$ cat config.mk
export PLATFORM = sky130hd
export DESIGN_NAME = pipeline_hazard_ctrl
export DESIGN_NICKNAME = d
export VERILOG_FILES = /design/src/rtl/pipeline_hazard_ctrl.sv
export SDC_FILE = /design/constraint.sdc
export NUM_CORES = 1
export LEC_CHECK = 0
export ABC_AREA = 1
export ABC_CLOCK_PERIOD_IN_PS = 2390
export CAP_MARGIN = 0
export CORE_MARGIN = 1
export CORE_UTILIZATION = 45
export DETAILED_ROUTE_END_ITERATION = 8
export PLACE_DENSITY = 0.86
export SKIP_CTS_REPAIR_TIMING = 1
export SLEW_MARGIN = 20
export SYNTH_ARGS = -nofsm -noshare
export SYNTH_HDL_FRONTEND = slang
export SYNTH_SLANG_ARGS = --single-unit
export TNS_END_PERCENT = 1
$ cat constraint.sdc
create_clock -name clk -period 2.39 [get_ports clk]
set_clock_uncertainty 0.2 [all_clocks]
set_input_delay 0.3585 -clock clk [delete_from_list [all_inputs] [get_ports clk]]
set_output_delay 0.3585 -clock clk [all_outputs]
set_load 0.01 [all_outputs]
$ cat src/rtl/pipeline_hazard_ctrl.sv
// Hazard and stall sequencer for the 5-stage pipeline: pipeline-register enables/flushes,
// EX operand forwarding selects, memory-wait timeout FSM and a saturating stall counter.
module pipeline_hazard_ctrl #(
   parameter int MEM_TIMEOUT  = 16,
   parameter int CNT_W        = 16,
   parameter bit R0_HARDWIRED = 1'b1
) (
   input  logic             clk,
   input  logic             rst,
   input  logic [3:0]       id_raddr1,
   input  logic [3:0]       id_raddr2,
   input  logic             id_use1,
   input  logic             id_use2,
   input  logic [3:0]       ex_raddr1,
   input  logic [3:0]       ex_raddr2,
   input  logic [3:0]       idex_rfwaddr,
   input  logic             idex_rfwen,
   input  logic             idex_is_load,
   input  logic [3:0]       exmem_rfwaddr,
   input  logic             exmem_rfwen,
   input  logic [3:0]       memwb_rfwaddr,
   input  logic             memwb_rfwen,
   input  logic             ex_branch_taken,
   input  logic             dm_req,
   input  logic             dm_ready,
   output logic             pc_en,
   output logic             ifid_en,
   output logic             ifid_flush,
   output logic             idex_en,
   output logic             idex_flush,
   output logic             exmem_en,
   output logic             memwb_flush,
   output logic [1:0]       fwd_a,
   output logic [1:0]       fwd_b,
   output logic             mem_err,
   output logic [CNT_W-1:0] stall_cnt,
   output logic [1:0]       dbg_state
);

   localparam logic [1:0] ST_RUN  = 2'd0;
   localparam logic [1:0] ST_WAIT = 2'd1;
   localparam logic [1:0] ST_ERR  = 2'd2;

   localparam int             WCW      = $clog2(MEM_TIMEOUT + 2);
   localparam logic [WCW-1:0] TO_VAL   = WCW'(MEM_TIMEOUT);
   localparam logic [WCW-1:0] WAIT_ONE = WCW'(1);
   localparam logic [CNT_W-1:0] CNT_ONE = CNT_W'(1);

   logic [1:0]       state_q, state_d;
   logic [WCW-1:0]   wait_cnt_q, wait_cnt_d;
   logic [CNT_W-1:0] stall_cnt_q, stall_cnt_d;
   logic             run_mode;
   logic             load_use;

   function automatic logic reg_match(input logic [3:0] waddr, input logic wen,
                                      input logic [3:0] raddr);
      return wen && (waddr == raddr) && ((R0_HARDWIRED == 1'b0) || (raddr != 4'd0));
   endfunction

   // dm_req/dm_ready: an access is in flight from the cycle dm_req is seen without
   // dm_ready until the cycle dm_ready is high; the pipeline is frozen in between.
   always_comb begin
      state_d     = state_q;
      wait_cnt_d  = wait_cnt_q;
      run_mode    = 1'b0;
      pc_en       = 1'b0;
      ifid_en     = 1'b0;
      ifid_flush  = 1'b0;
      idex_en     = 1'b0;
      idex_flush  = 1'b0;
      exmem_en    = 1'b0;
      memwb_flush = 1'b0;
      fwd_a       = 2'b00;
      fwd_b       = 2'b00;

      load_use = idex_is_load &&
                 ((id_use1 && reg_match(idex_rfwaddr, idex_rfwen, id_raddr1)) ||
                  (id_use2 && reg_match(idex_rfwaddr, idex_rfwen, id_raddr2)));

      case (state_q)
         ST_RUN: begin
            if (dm_req && !dm_ready) begin
               memwb_flush = 1'b1;
               state_d     = ST_WAIT;
               wait_cnt_d  = WAIT_ONE;
            end else begin
               run_mode = 1'b1;
            end
         end
         ST_WAIT: begin
            if (dm_ready) begin
               run_mode   = 1'b1;
               state_d    = ST_RUN;
               wait_cnt_d = '0;
            end else begin
               memwb_flush = 1'b1;
               wait_cnt_d  = wait_cnt_q + WAIT_ONE;
               if (wait_cnt_d >= TO_VAL) begin
                  state_d = ST_ERR;
               end
            end
         end
         ST_ERR: begin
            state_d = ST_ERR;
         end
         default: begin
            state_d    = ST_RUN;
            wait_cnt_d = '0;
         end
      endcase

      // A taken branch discards the ID instruction, so it outranks a load-use bubble.
      if (run_mode) begin
         pc_en    = 1'b1;
         ifid_en  = 1'b1;
         idex_en  = 1'b1;
         exmem_en = 1'b1;
         if (ex_branch_taken) begin
            ifid_flush = 1'b1;
            idex_flush = 1'b1;
         end else if (load_use) begin
            pc_en      = 1'b0;
            ifid_en    = 1'b0;
            idex_flush = 1'b1;
         end
      end

      if (reg_match(exmem_rfwaddr, exmem_rfwen, ex_raddr1)) begin
         fwd_a = 2'b01;
      end else if (reg_match(memwb_rfwaddr, memwb_rfwen, ex_raddr1)) begin
         fwd_a = 2'b10;
      end
      if (reg_match(exmem_rfwaddr, exmem_rfwen, ex_raddr2)) begin
         fwd_b = 2'b01;
      end else if (reg_match(memwb_rfwaddr, memwb_rfwen, ex_raddr2)) begin
         fwd_b = 2'b10;
      end

      if (!rst) begin
         pc_en       = 1'b0;
         ifid_en     = 1'b0;
         ifid_flush  = 1'b0;
         idex_en     = 1'b0;
         idex_flush  = 1'b0;
         exmem_en    = 1'b0;
         memwb_flush = 1'b0;
         fwd_a       = 2'b00;
         fwd_b       = 2'b00;
      end

      stall_cnt_d = stall_cnt_q;
      if (!pc_en && (stall_cnt_q != '1)) begin
         stall_cnt_d = stall_cnt_q + CNT_ONE;
      end
   end

   always_ff @(posedge clk or negedge rst) begin
      if (!rst) begin
         state_q     <= ST_RUN;
         wait_cnt_q  <= '0;
         stall_cnt_q <= '0;
      end else begin
         state_q     <= state_d;
         wait_cnt_q  <= wait_cnt_d;
         stall_cnt_q <= stall_cnt_d;
      end
   end

   assign mem_err   = (state_q == ST_ERR);
   assign stall_cnt = stall_cnt_q;
   assign dbg_state = state_q;

endmodule

# Word level (Yosys, flattened, before mapping)
# Cells that the tools add are included.
[op_classes] n_mul=0 mux=33 shift=0 div=0 order_cmp=1 n_reduce_logical=27 n_eq_ne=11 n_bitwise=1 n_addsub=2
[op_table] cell="equality test 4 bit" count=6
[op_table] cell="2-to-1 mux 1 bit" count=18
[op_table] cell="2-to-1 mux 2 bit" count=9
[op_table] cell="logical AND 1 bit" count=17
[op_table] cell="adder 16 x 1 -> 16 bit, second input constant" count=1
[op_table] cell="!= test 16 bit, second input constant" count=1
[op_table] cell="nonzero test 4 bit" count=4
[op_table] cell="case mux 5 bit (3 select lines)" count=1
[op_table] cell="2-to-1 mux 5 bit" count=2
[op_table] cell="case mux 2 bit (3 select lines)" count=1
[op_table] cell="adder 5 x 1 -> 5 bit, second input constant" count=1
[op_table] cell=">= comparator 5 bit, second input constant" count=1
[op_table] cell="case mux 1 bit (2 select lines)" count=2
[op_table] cell="AND reduction 2 bit" count=2
[op_table] cell="!= test 3 bit, second input constant" count=1
[op_table] cell="equality test 2 x 1 -> 1 bit, second input constant" count=1
[op_table] cell="equality test 2 bit, second input constant" count=1
[op_table] cell="logical NOT 1 bit" count=2
[op_table] cell="logical NOT 2 bit" count=1
[op_table] cell="!= test 2 bit, second input constant" count=1
[op_table] cell="logical OR 1 bit" count=1
[op_table] cell="NOT 1 bit" count=1
[totals] out_inout_bits=30 mem_bits_rw=0 mem_count=0 rom_bits=0 latchBits=0 regBits=23 wordCells=78

# Longest topological paths before layout
[depth] depth_word=12 ltp_mapped=12 ltp_nobuf=11

# Worst setup path after synthesis
# OpenSTA, ideal clock, no wires.
[synth_timing] kind="reg-to-output" from="register state_q[1], in the netlist dbg_state[1]" to="output port pc_en" path_stages_with_launch=10 arrival_ns=1.459 path_buffers=2 t_required_ns=1.832 setup_slack_ns=0.373 cell_sequence="dfrtp_1 nor2_1 nand2_1 o21ai_1 nand2_1 inv_2 nand2_1 clkbuf_1 nand2_1 buf_4"
[synth_between] elab_chain_cells=4 elab_cells_between_ends=5 classes_between="1 x eq/ne; 3 x mux; 1 x reduce/logical"
[synth_lines] item="start: declaration" line_no="49" source="logic [1:0] state_q, state_d;"
[synth_lines] item="start signal: assignment" line_no="163" source="state_q <= state_d;"
[synth_lines] item="equality test 2 x 1 -> 1 bit or logical NOT 2 bit (tied branches)" line_no="80" source="case (state_q)"
[synth_lines] item="case mux 1 bit (2 select lines) (*)" line_no="80"
[synth_lines] item="2-to-1 mux 1 bit (*) (2 in a row)"
[synth_lines] item="end: declaration" line_no="26" source="output logic pc_en,"
# Every way passes the cells marked *; elsewhere a longest branch is shown, timed or not.

# Worst setup path in the final report
[layout_timing] from="input port ex_raddr1[0]" to="output port fwd_a[1]"
[layout_between] elab_chain_cells=6 elab_cells_between_ends=10 classes_between="2 x eq/ne; 3 x mux; 5 x reduce/logical"
[layout_lines] item="start: declaration" line_no="14" source="input logic [3:0] ex_raddr1,"
[layout_lines] item="equality test 4 bit" line_no="57" source="return wen && (waddr == raddr) && ((R0_HARDWIRED == 1'b0) || (raddr != 4'd0));"
[layout_lines] item="logical AND 1 bit (2 in a row)" line_no="57"
[layout_lines] item="2-to-1 mux 2 bit" line_no="130" source="end else if (reg_match(memwb_rfwaddr, memwb_rfwen, ex_raddr1)) begin"
[layout_lines] item="2-to-1 mux 2 bit (*)" line_no="128" source="if (reg_match(exmem_rfwaddr, exmem_rfwen, ex_raddr1)) begin"
[layout_lines] item="2-to-1 mux 2 bit (*)" line_no="139" source="if (!rst) begin"
[layout_lines] item="end: declaration" line_no="33" source="output logic [1:0] fwd_a,"
# Marked as above.

==> flow_metrics.py <==
metrics = {
    "die": {
        "core_area_mm2": 0.00380,
        "dieArea_mm2": 0.00439,
        "die_h_um": 66.3,
        "die_x_um": 66.3,
        "io_pins": 69,
        "start_util_pct": 48.9,
        "placementRows": 22,
    },
    "sta": {
        "layout_setup_ws_ns": -0.207,
        "tightest_slew_ns": 0.260,
        "slew_violations": 0,
        "fin_crit_ns": 2.60,
        "setup_viol_count_final": 1,
        "holdWs_ns": 0.000599,
        "final_hold_viol_count": 0,
        "post-route-period-util_pct": 109,
        "clock.fmax_mhz": 385,
        "rsz0062_at_grt": "yes",
        "relSlewSlack_pct": 82.6,
    },
    "clock_network": {
        "cts_tree": "built",
        "clock_path_buffers": 2,
        "clk_pin_slew_ns": 0.08,
        "numCtsBuffers": 3,
        "cts_max_level": 1,
        "cts-root-buf": "clkbuf_8",
        "clk_latency_ns": 0.27,
        "numClockSinks": 23,
    },
    "routing": {
        "avgViaCountPerCell": 5.12,
        "drt_wl_total_um": 5050,
        "drt-initial-drc-count": 201,
        "wl_per_cell_um": 12.0,
        "antenna_left": 0,
        "dr_total_vias": 2152,
        "drtPass1Iterations": 4,
        "route.detailed.drc": 0,
    },
    "worst_setup_path": {
        "max_stage_delay_ns": 0.54,
        "cp.buffers_inverters": 3,
        "cp.arrival_ns": 2.04,
        "worstPathRequired_ns": 1.83,
        "r2r-start": "stall_cnt[0]$_DFFE_PN0P_",
        "cp-endpoint": "fwd_a[1]",
        "r2r-end": "stall_cnt[3]$_DFFE_PN0P_",
        "crit_path_end_kind": "primary output",
        "reg2reg_slack_ns": 0.33,
        "ff2ff_path_depth": 9,
        "path_depth": 8,
        "criticalPathCategory": "in2out",
        "worstPathCellList": "clkdlybuf4s50_1 > inv_1 > nand2_1 > nand2_1 > nor4_2 > nand3_1 > nor2_1 > clkdlybuf4s50_1",
        "worstPathMaxFanout": 4,
        "startpoint": "ex_raddr1[0]",
        "critPathLaunchType": "primary input",
        "critical-path-top-delay-family": "buffers and inverters",
        "cpMaxStageDelayCell": "clkdlybuf4s50_1",
    },
    "placed_design": {
        "gp_congestion": 0.866,
        "placed_area_mm2": 0.00268,
        "numPortBuffers": 68,
        "dpl.cell_count": 416,
        "dp.final_hpwl_um": 4090,
    },
    "synthesis": {
        "synth.top_cell.area_share_pct": 31.0,
        "synth_adder_area_share_pct": 1.35,
        "yosysWarnings": 0,
        "synth-simple-area-share_pct": 41.3,
        "synthXorXnorAreaFrac_pct": 8.48,
        "synthFlopType": "dfrtp_1",
        "avgSynthCellArea_um2": 6.41,
        "ys_types": 26,
        "ys_seq_area_share_pct": 31.0,
        "synthMuxAreaShare_pct": 0,
        "synth_enable_flop_cells": 0,
        "synth.area.top_cells": "dfrtp_1 (31%), nand2_1 (20%), inv_1 (7.1%)",
        "syn_nets": 331,
        "post_synth_inst_count": 290,
        "yosysTopAreaCell": "dfrtp_1",
        "yosysMostFrequentCell": "nand2_1",
        "ys_ff_latch": 23,
        "synth_common_cells": "nand2_1 (98), inv_1 (35), nor2_1 (31)",
        "synth_top_family_by_area": "simple AND/OR/NAND/NOR gates",
        "netlist_area_mm2": 0.00186,
        "async_reset_ff_share_pct": 100,
        "synth_compound_area_share_pct": 7.00,
    },
    "status": {
        "outcome": "finished, violations left",
        "violations": "setup timing",
    },
    "cells_and_area": {
        "fillers": 317,
        "layoutNonFillerInstCount": 420,
        "antennaDiodeCount": 0,
        "nets": 414,
        "fin_area_mm2": 0.00277,
        "area_growth_pct": 49.3,
        "layout-drive-gt1-share_pct": 9.95,
    },
    "global_route": {
        "first_global_vias": 2060,
        "grt_pass1_wl_um": 8550,
        "antenna_found_initial": 0,
        "grt_max_degree": 19,
        "grt-ovfl-total": 0,
        "grt_usage_pct": 25.3,
    },
    "power": {
        "power_density_mw_per_mm2": 570,
        "ir_worst_vdd_mv": 0.276,
        "power_leakage_nw": 1.47,
        "fin_total_pwr_mw": 1.58,
    },
    "hold_path": {
        "hold_path.class": "in2async",
    },
    "job": {
        "max-cap-violations": 0,
    },
}
==> power by group <==
group / internal [mW] / total, mW / switching (mW)
clock: 0.116 / 0.241 / 0.125
combinational: 0.391 / 0.786 / 0.394
sequential: 0.464 / 0.555 / 0.0915
total: 0.971 / 1.58 / 0.611
==> metal layers <==
metal	up-vias	share of wire (%)	global-route usage, %	routed length (um)
met4	0	0.95	6.91	48
met3	6	5.8	5.52	293
li1	1100	-	-	-
met2	74	52	47.4	2620
met5	-	0	0	0
met1	972	41	28.3	2100
==> state kept, by name (all words and copies together) (netlist names) <==
signal / cells
wait_cnt_q: 5
dbg_state: 2
stall_cnt: 16
==> cell families (layout without fill, tap and decap cells) <==
logic type | after synthesis | after routing
flip-flops | 23 | 23
XOR/XNOR | 18 | 18
adder cells (fa/ha/maj) | 2 | 2
AND/OR/NAND/NOR | 175 | 175
buffers and inverters | 49 | 131
AO/OA/AOI/OAI | 23 | 23
==> area by class of cell <==
cell class	count	area [um2]	share of cell area (%)
sequential	23	576	20.7
tap	48	60.1	2.17
timing repair buffer	85	833	30.0
clock buffer	3	41.3	1.49
clock inverter	1	5.00	0.180
multi-input combinational	218	1100	39.7
inverter	42	158	5.68
==> layout by cell type (no fill, tap or decap), drive strengths merged, types with 8 or more instances in the layout <==
| master | instances |
|---|---|
| buf | 17 |
| xor2 | 11 |
| dlymetal6s2s | 10 |
| nor2 | 34 |
| a21oi | 8 |
| inv | 41 |
| nand2 | 99 |
| nand4 | 20 |
| dfrtp | 23 |
| nand3 | 17 |
| clkdlybuf4s50 | 58 |
==> worst min-delay path by stage <==
stage	depth (start not counted)	slack, ns	to
6_report	2	0.0006	wait_cnt_q[0]$_DFFE_PN0P_
5_1_grt	2	0.03	wait_cnt_q[0]$_DFFE_PN0P_
4_1_cts	2	0.31	wait_cnt_q[1]$_DFFE_PN0P_
3_5_place_dp	2	0.29	wait_cnt_q[1]$_DFFE_PN0P_
3_3_place_gp	2	0.29	wait_cnt_q[1]$_DFFE_PN0P_
2_1_floorplan	0	-0.14	dbg_state[0]$_DFFE_PN0P_
==> per-stage QoR <==
stage	TNS [ns]	setup slack [ns]	utilization (%)
after floorplan	0	0.373	-
after global placement	-2.25	-0.237	70.6
after detailed placement	-3.03	-0.290	70.6
after CTS	-2.33	-0.300	71.8
after global routing	-0.410	-0.303	73.0
final	-0.207	-0.207	73.0
==> worst register-to-register path, delay by kind of cell (launching register included) <==
family / cells / cell delay, ns
fa+ha+maj: 1 / 0.24
simple gates: 7 / 0.82
buf+inv: 1 / 0.23
flops: 1 / 0.47
(Power assumes the default switching activity.)
